[src/rtl/sar_adc_pkg.sv]
// Shared types and parameter limits for the SAR ADC controller.
// Optional averaging is enabled by defining SAR_ADC_CTRL_AVG_EN.
package sar_adc_pkg;

  typedef enum logic [2:0] {
    ST_IDLE,
    ST_SAMPLE,
    ST_SETTLE,
    ST_COMPARE,
    ST_DONE
  } sar_state_t;

  localparam int WIDTH_MIN      = 4;
  localparam int WIDTH_MAX      = 16;
  localparam int SAMPLE_CYC_MIN = 1;
  localparam int SAMPLE_CYC_MAX = 15;
  localparam int SETTLE_MAX     = 15;
  localparam int AVG_LOG2_MAX   = 4;

  localparam int DEF_WIDTH      = 12;
  localparam int DEF_SAMPLE_CYC = 2;
  localparam int DEF_SETTLE     = 1;
  localparam int DEF_AVG_LOG2   = 2;

  // One counter serves both the sample window and the settle window.
  localparam int CNT_W = 4;

endpackage

[src/rtl/sar_adc_avg.sv]
// Accumulator and conversion counter for averaged SAR requests.
// Instantiated by sar_adc_ctrl only when SAR_ADC_CTRL_AVG_EN is defined.
module sar_adc_avg
  import sar_adc_pkg::*;
#(
  parameter int WIDTH    = DEF_WIDTH,
  parameter int AVG_LOG2 = DEF_AVG_LOG2
) (
  input  logic             clk,
  input  logic             rst_n,
  input  logic             clear,
  input  logic             add,
  input  logic [WIDTH-1:0] code_in,
  output logic             req_final,
  output logic             req_done,
  output logic [WIDTH-1:0] avg_value
);

  localparam int ACC_W = WIDTH + AVG_LOG2;
  localparam int CNV_W = AVG_LOG2 + 1;
  localparam logic [CNV_W-1:0] N_CONV = CNV_W'(1 << AVG_LOG2);

  logic [ACC_W-1:0] acc;
  logic [ACC_W-1:0] sum;
  logic [CNV_W-1:0] cnv;

  // The averaged value includes the code being added this cycle, so the
  // final result can be loaded on the same edge as the last conversion ends.
  assign sum       = acc + ACC_W'(code_in);
  assign avg_value = WIDTH'(sum >> AVG_LOG2);
  assign req_final = (cnv == N_CONV - CNV_W'(1));
  assign req_done  = (cnv == N_CONV);

  always_ff @(posedge clk or negedge rst_n) begin
    if (!rst_n) begin
      acc <= '0;
      cnv <= '0;
    end else if (clear) begin
      acc <= '0;
      cnv <= '0;
    end else if (add) begin
      acc <= sum;
      cnv <= cnv + CNV_W'(1);
    end
  end

endmodule

[src/rtl/sar_adc_ctrl.sv]
// Successive-approximation ADC controller with start/busy/done handshake.
// Define SAR_ADC_CTRL_AVG_EN to average 2^AVG_LOG2 conversions per request.
module sar_adc_ctrl
  import sar_adc_pkg::*;
#(
  parameter int WIDTH      = DEF_WIDTH,
  parameter int SAMPLE_CYC = DEF_SAMPLE_CYC,
  parameter int SETTLE     = DEF_SETTLE,
  parameter int AVG_LOG2   = DEF_AVG_LOG2
) (
  input  logic             clk,
  input  logic             rst_n,
  input  logic             start,
  input  logic             cont,
  input  logic             cmp,
  output logic             sample,
  output logic [WIDTH-1:0] dac_code,
  output logic             busy,
  output logic [WIDTH-1:0] result,
  output logic             done
);

  localparam int IDX_W = $clog2(WIDTH);
  localparam logic [CNT_W-1:0] SAMPLE_LAST = CNT_W'(SAMPLE_CYC - 1);
  localparam logic [CNT_W-1:0] SETTLE_LAST = CNT_W'(SETTLE - 1);
  localparam logic [WIDTH-1:0] ONE         = WIDTH'(1);
  localparam logic [IDX_W-1:0] TOP_IDX     = IDX_W'(WIDTH - 1);
  localparam sar_state_t       BIT_ENTRY   = (SETTLE == 0) ? ST_COMPARE : ST_SETTLE;

  if (WIDTH < WIDTH_MIN || WIDTH > WIDTH_MAX ||
      SAMPLE_CYC < SAMPLE_CYC_MIN || SAMPLE_CYC > SAMPLE_CYC_MAX ||
      SETTLE < 0 || SETTLE > SETTLE_MAX ||
      AVG_LOG2 < 0 || AVG_LOG2 > AVG_LOG2_MAX) begin : g_param_err
    $error("sar_adc_ctrl: parameter out of range");
  end

  sar_state_t       state, state_next;
  logic [CNT_W-1:0] cnt;
  logic [IDX_W-1:0] bit_idx;
  logic [WIDTH-1:0] code;
  logic [WIDTH-1:0] result_q;
  logic [WIDTH-1:0] trial_bit, code_kept, code_after;
  logic             conv_last;
  logic             result_load;
  logic [WIDTH-1:0] conv_result;

  // Resolve the current trial bit and stage the next one in the same edge.
  always_comb begin
    trial_bit  = ONE << bit_idx;
    code_kept  = cmp ? code : (code & ~trial_bit);
    code_after = (bit_idx != '0) ? (code_kept | (trial_bit >> 1)) : code_kept;
  end

`ifdef SAR_ADC_CTRL_AVG_EN
  logic             avg_clear, avg_add, req_final, req_done;
  logic [WIDTH-1:0] avg_value;

  // Clear only at the start of a whole request, not between its conversions.
  assign avg_clear = (state_next == ST_SAMPLE) &&
                     ((state == ST_IDLE) || ((state == ST_DONE) && req_done));
  assign avg_add   = (state == ST_COMPARE) && (bit_idx == '0);

  sar_adc_avg #(
    .WIDTH    (WIDTH),
    .AVG_LOG2 (AVG_LOG2)
  ) u_avg (
    .clk       (clk),
    .rst_n     (rst_n),
    .clear     (avg_clear),
    .add       (avg_add),
    .code_in   (code_kept),
    .req_final (req_final),
    .req_done  (req_done),
    .avg_value (avg_value)
  );

  assign conv_last   = req_done;
  assign conv_result = avg_value;
  assign result_load = avg_add && req_final;
`else
  assign conv_last   = 1'b1;
  assign conv_result = code_kept;
  assign result_load = (state == ST_COMPARE) && (bit_idx == '0);
`endif

  always_ff @(posedge clk or negedge rst_n) begin
    if (!rst_n) state <= ST_IDLE;
    else        state <= state_next;
  end

  always_comb begin
    state_next = state;
    case (state)
      ST_IDLE:    if (start) state_next = ST_SAMPLE;
      ST_SAMPLE:  if (cnt == SAMPLE_LAST) state_next = BIT_ENTRY;
      ST_SETTLE:  if (cnt == SETTLE_LAST) state_next = ST_COMPARE;
      ST_COMPARE: state_next = (bit_idx == '0) ? ST_DONE : BIT_ENTRY;
      ST_DONE: begin
        if (!conv_last || start || cont) state_next = ST_SAMPLE;
        else                             state_next = ST_IDLE;
      end
      default:    state_next = ST_IDLE;
    endcase
  end

  always_comb begin
    sample   = (state == ST_SAMPLE);
    busy     = (state != ST_IDLE);
    done     = (state == ST_DONE) && conv_last;
    dac_code = code;
    result   = result_q;
  end

  // The code register is zero outside a conversion and holds the final
  // code through DONE; the counter only runs while waiting in place.
  always_ff @(posedge clk or negedge rst_n) begin
    if (!rst_n) begin
      cnt      <= '0;
      bit_idx  <= '0;
      code     <= '0;
      result_q <= '0;
    end else begin
      cnt <= ((state_next == state) && (state == ST_SAMPLE || state == ST_SETTLE))
             ? cnt + CNT_W'(1) : '0;
      if (result_load) result_q <= conv_result;
      case (state)
        ST_SAMPLE: begin
          if (state_next != ST_SAMPLE) begin
            code    <= ONE << TOP_IDX;
            bit_idx <= TOP_IDX;
          end
        end
        ST_COMPARE: begin
          code <= code_after;
          if (bit_idx != '0) bit_idx <= bit_idx - IDX_W'(1);
        end
        ST_DONE:  code <= '0;
        default:  ;
      endcase
    end
  end

endmodule

[config.mk]
export PLATFORM = sky130hd
export DESIGN_NAME = sar_adc_ctrl
export DESIGN_NICKNAME = d
export VERILOG_FILES = /design/src/rtl/sar_adc_pkg.sv /design/src/rtl/sar_adc_avg.sv /design/src/rtl/sar_adc_ctrl.sv
export SDC_FILE = /design/constraint.sdc
export NUM_CORES = 1
export LEC_CHECK = 0
export ABC_CLOCK_PERIOD_IN_PS = 1700
export CAP_MARGIN = 30
export CORE_UTILIZATION = 45
export CTS_CLUSTER_SIZE = 20
export DETAILED_ROUTE_END_ITERATION = 16
export GPL_ROUTABILITY_DRIVEN = 0
export HOLD_SLACK_MARGIN = 0.08
export PLACE_DENSITY = 0.75
export SETUP_SLACK_MARGIN = 0.4
export SKIP_LAST_GASP = 1
export SYNTH_ARGS = -nofsm -noshare
export SYNTH_HDL_FRONTEND = slang
export SYNTH_SLANG_ARGS = --single-unit
export TNS_END_PERCENT = 50
[constraint.sdc]
create_clock -name clk -period 1.7 [get_ports clk]
set_input_delay 0.51 -clock clk [delete_from_list [all_inputs] [get_ports clk]]
set_output_delay 0.51 -clock clk [all_outputs]
set_load 0.01 [all_outputs]
==> metrics, run 1 <==
outcome=finished, violations left; failing checks=setup timing; crit share post-route=109%; number of synthesized flops with an enable pin=0; Max Used Layer=met4; first-pass GRT wire length=approximately 8000 um; total power=around 4.8 mW; CTS Hold Buffers Added=0; max frequency=between 500 and 600 MHz; initial DRC count=about 110; worst setup path class=flop to primary output; final slew viol count=0; syn nets=around 210; Hold Fails Final Rpt=0; Post-DP Area=around 2500 sq um; drc violations=0; Post-synth ARST share=100%; min cycle time layout=between 1.5 and 2 ns; die height=between 60 and 70 um; Data required, critical path=1.19 ns; Via density=5.68; DR vias=1839; Post-DRT Antenna Nets=0; most common cell after layout, fill and taps aside=buf_4; DP HPWL=3140 um; final worst slack=-0.156 ns; design area=2870 sq um; Starting Density=48.0%; register area share after synthesis=44.6%; clock sinks=35; #FFs+latches synth=35; arrival time of the worst setup path=about 1.4 ns; post-synthesis cell count=~190; clock slew at the register clock pins of the worst setup and hold paths=0.07 ns; CTS Buffer Depth=2; Core ar.=around 4100 sq um; Synth Area per Inst=approximately 10 sq um; htree depth=2; PortBufs=31; max cap viols=0; RSZ-0062 raised after global routing=yes; PwrDens=1690 nW/um^2; Post-Syn Area=1960 sq um; IO Pins=32; largest net degree at the start of global routing=36; Chip Width=just under 70 um; pre-CTS setup slack=-0.251 ns; Skew-Pair Late Insertion Delay=about 0.3 ns; vias in the first global route=1719; synth unique cells=46; P&R area growth vs syn=46.3%; endpoint type of the worst setup path=primary output; first drt pass iteration count=4; predominant post-synthesis flop cell=dfrtp_1; Slew Limit Headroom=just over 70%; met3 WL=between 200 and 300 um; Synth top area share=44.6%; WL final=5430 um; Worst Tran Pin Value=~0.44 ns; Root Buffer=clkbuf_8; GRT Total Usage=a little under a quarter; Synth area leaders=dfrtp_1 45%, o211ai_1 5.4%, ha_1 5.1%; leakage=1.37 nW; wire per inst=16.8 um; worst min path class=flop to flop; dpl cells=between 200 and 300; cell taking the most area after synthesis=dfrtp_1; met2 WL=about 2700 um; initial antenna violation count=0; Worst Skew=about 0.007 ns; non-filler cells, final=~320; # diodes=0; CP max FO=2; Post-Route Setup TNS=-0.270 ns; peak supply drop=0.690 mV; Synth warnings=0; crit start category=flop; final setup vio count=5; Met1 Routed Length=2320 um; fin util=between 70% and 80%; Row Count=23; commonest cells after routing, fill and taps aside=38 x buf_4, 33 x dfrtp_1, 23 x buf_2, 21 x inv_1, 17 x buf_6; grt ovf=0; TritonCTS clock tree=done; number of fill cells=~310; total CTS buffers=5; layout cell share with drive strength beyond 1=roughly 44%; layout net count=approximately 290; final hold slack=0.491 ns; die area=about 4600 sq um
==> cell usage after synthesis, types with 4 or more instances <==
library cell,count
dfrtp_1,35
inv_1,25
o211ai_1,14
nand3_1,12
clkbuf_1,8
ha_1,8
mux2i_1,7
nand2b_1,6
o21ai_0,5
o311ai_0,5
a21oi_1,4
nor2b_1,4
nor3_1,4
==> routing by layer <==
metal / up-vias / track usage (%)
met5: - / 0
met4: 0 / 10.9
met3: 7 / 4.00
met2: 63 / 38.7
met1: 910 / 31.1
li1: 859 / -
==> power by group <==
group / switching [mW] / leakage [nW] / internal [mW]
logic: 1.50 / 0.874 / 1.42
registers: 0.207 / 0.452 / 1.12
clock network: 0.307 / 0.0422 / 0.287
==> flip-flops by register name, indices dropped and copies added (netlist names) <==
signal	cells
bit_idx	4
cnt	4
dac_code	12
result	12
state	3
==> cell type report <==
cell class | instances | area, sq um | share of cell area (%)
Clock buffer | 7 | 76.3 | 2.66
Timing Repair Buffer | 85 | 662 | 23.1
Tap cell | 50 | 62.6 | 2.18
Sequential cell | 35 | 878 | 30.6
Inverter | 25 | 93.8 | 3.27
Multi-Input combinational cell | 121 | 1090 | 38.1
Clock inverter | 1 | 5.00 | 0.174
==> path summary, 6_finish.rpt <==
kind	from	end	slack, ns	cells after the start
setup / recovery	state[1]	busy	-0.16	3
min in group asynchronous	rst_n	bit_idx[2]	0.59	2
hold reg to reg	result[9]	result[9]	0.49	1
hold / removal	result[9]	result[9]	0.49	1
max in group asynchronous	rst_n	bit_idx[0]	0.91	2
setup reg to reg	cnt[1]	dac_code[9]	-0.03	6
==> cell families (layout without fill, tap and decap cells) <==
group                      after synthesis  after routing  synth area share [%]
AOI/OAI and AO/OA                       47             47                  18.1
xor gates and xnor gates                 2              2                 0.892
adders and majority gates                8              8                  5.10
buffers and inverters                   37            118                  8.09
DFF                                     35             35                  44.6
muxes                                   11             11                  6.05
and+or+nand+nor                         52             53                  17.1
==> worst max-delay path: stages (launching register included) <==
cell and delay (ns):
dfrtp_1 0.40, buf_6 0.13, or3_4 0.38, buf_6 0.13
==> timing repair <==
action	4_1_cts	5_1_grt
endpoints found under the setup margin	62	62
gates cloned	1	1
buffers inserted	24	7
pin swaps	5	13
gates resized for setup	114	38
Power figures use the tool's default switching activity.
==> run 2, diff against run 1 <==
Settings changed: ABC_CLOCK_PERIOD_IN_PS 1700 to 2360, PLACE_DENSITY 0.75 to 0.72.
Clock period 1.7 ns to 2.36 ns, I/O delays scaled along.
==> run 2 against run 1 <==
Effect of this change:
- the flow now finishes without violations
- cell area fell by 12%
- critical path depth did not move
- die area did not move
- clock skew fell by 0.0031 ns
- sequential power fell by 25%
- first-iteration DRC count fell by 25%
- highest routed layer unchanged
- clock power fell by 19%
- wire length fell by 19%
- non-clock buffer count fell by 36
- flip-flop and latch count did not move
==> metrics, run 2 (synthesized netlist as in run 1, its figures left out) <==
outcome=complete, no violations (was finished, violations left); commonest cells after routing, fill and taps aside=35 x dfrtp_1, 24 x inv_1, 23 x clkdlybuf4s50_1, 15 x buf_4, 14 x o211ai_1 (was 38 x buf_4, 33 x dfrtp_1, 23 x buf_2, 21 x inv_1, 17 x buf_6); Via density=5.63 (was 5.68); final slew viol count=0 (unchanged); PwrDens=1190 nW/um^2 (was 1690 nW/um^2); IO Pins=32 (unchanged); initial antenna violation count=0 (unchanged); layout net count=249 (was 286); met2 WL=2000 um (was 2730 um); min cycle time layout=about 2.0 ns; die area=4630 sq um (unchanged); Worst Skew=0.00391 ns (was 0.00700 ns); Row Count=23 (unchanged); worst min path class=flop to flop (unchanged); Hold Fails Final Rpt=0 (unchanged); RSZ-0062 raised after global routing=yes (unchanged); DP HPWL=2950 um (was 3140 um); first drt pass iteration count=4 (unchanged); layout cell share with drive strength beyond 1=17.7% (was 44.2%); Post-Route Setup TNS=0 ns (was -0.270 ns); max cap viols=0 (unchanged); CP max FO=8 (was 2); leakage=1.19 nW (was 1.37 nW); Met1 Routed Length=2090 um (was 2320 um); critical path, cell by cell=buf_6 -> or3_1 -> buf_2 (was buf_6 -> or3_4 -> buf_6); arrival time of the worst setup path=1.33 ns (was 1.35 ns); Post-DRT Antenna Nets=0 (unchanged); first-pass GRT wire length=7020 um (was 8040 um); Chip Width=68.1 um (unchanged); DR vias=1615 (was 1839); GRT Total Usage=20.8% (was 24.0%); Skew-Pair Late Insertion Delay=0.29 ns (was 0.30 ns); Worst Tran Pin Value=0.573 ns (was 0.443 ns); non-filler cells, final=287 (was 324); clock slew at the register clock pins of the worst setup and hold paths=0.07 ns (about the same); clock sinks=35 (unchanged); P&R area growth vs syn=29.1% (was 46.3%); drc violations=0 (unchanged); crit start category=flop (unchanged); htree depth=2 (unchanged); area of the multi-input gates=941 sq um (was 1090 sq um); Data required, critical path=1.65 ns (was 1.19 ns); total CTS buffers=5 (unchanged); Max Used Layer=met4 (unchanged); fin util=62.0% (was 70.3%); TritonCTS clock tree=done (unchanged); crit share post-route=86.2%; largest net degree at the start of global routing=36 (unchanged); CP max stage cell=dfrtp_1 (unchanged); Core ar.=4090 sq um (unchanged); CTS Buffer Depth=2 (unchanged); Slew Limit Headroom=61.8% (was 70.4%); endpoint type of the worst setup path=primary output (unchanged); dpl cells=270 (was 283); Sequential Area=876 sq um (was 878 sq um); peak supply drop=0.472 mV (was 0.690 mV); # diodes=0 (unchanged); met3 WL=206 um (was 285 um); PortBufs=31 (unchanged); worst setup path class=flop to primary output (unchanged); number of fill cells=344 (was 305); final setup vio count=0 (was 5); Starting Density=48.0% (unchanged); wire per inst=15.3 um (was 16.8 um); most common cell after layout, fill and taps aside=dfrtp_1 (was buf_4); die height=68.1 um (unchanged); WL final=4380 um (was 5430 um); max incr delay on CP=0.39 ns (was 0.40 ns); grt ovf=0 (unchanged); vias in the first global route=1449 (was 1719); CTS Hold Buffers Added=0 (unchanged); initial DRC count=80 (was 107); max frequency=between 400 and 500 MHz; Root Buffer=clkbuf_8 (unchanged)
## run 2: changes by cell type in the layout (fill, tap and decap cells not counted), moves of 3 or more
| cell | before | now |
|---|---|---|
| buf_2 | 23 | 2 |
| inv_2 | 4 | 1 |
| buf_6 | 17 | 4 |
| clkdlybuf4s50_1 | 4 | 23 |
| dlymetal6s2s_1 | 0 | 5 |
| buf_4 | 38 | 15 |
| inv_1 | 21 | 24 |
## run 2: cell type report
type | count | area share, %
flip-flops and latches | 35 | 34.6
inverters | 25 | 3.70
multi-input cells | 120 | 37.1
clock buffers | 8 | 3.95
well taps | 50 | 2.47
repair buffers | 49 | 18.2
## run 2: worst max-delay path, delay by kind of cell, from the launching register on
kind                   cells  cell delay, ns
AND/OR/NAND/NOR            1            0.36
flip-flops                 1            0.39
buffers and inverters      2            0.28
## run 2: power breakdown
part / internal, mW / total (mW) / switching, mW
combinational: 0.756 / 1.55 / 0.790
clock: 0.266 / 0.483 / 0.217
sequential: 0.804 / 0.997 / 0.194
## run 2: timing repair
action / 4_1_cts / 5_1_grt
buffers inserted: 3 / 6
endpoints found under the setup margin: 5 / 17
pin swaps: 0 / 2
gates resized for setup: 17 / 8
## run 2: path summary, 6_finish.rpt
path,start,endpoint,slack (ns),cells after the start
worst min register to register,result[9],result[9],0.49,1
worst max register to register,state[1],result[11],0.49,6
worst min-delay path,result[9],result[9],0.49,1
min in group asynchronous,rst_n,result[7],0.83,2
worst max-delay path,state[0],busy,0.33,3
max in group asynchronous,rst_n,result[8],1.21,2
## run 2: metal layers
layer  track usage [%]  vias up
met3              5.17        7
met2              32.2       42
li1                  -      783
met4              8.85        0
met5                 0        -
met1              27.2      783
## run 2: per-stage QoR
stage          total power [mW]  setup WS (ns)  hold slack, ns  cell area (sq um)
6_report                   3.03          0.325           0.488               2530
2_1_floorplan              1.89          0.608           0.412               1960
3_3_place_gp               2.45          0.223           0.470               2340
5_1_grt                    3.25          0.296           0.508               2530
4_1_cts                    3.01          0.330           0.492               2470
3_5_place_dp               2.47          0.215           0.476               2340
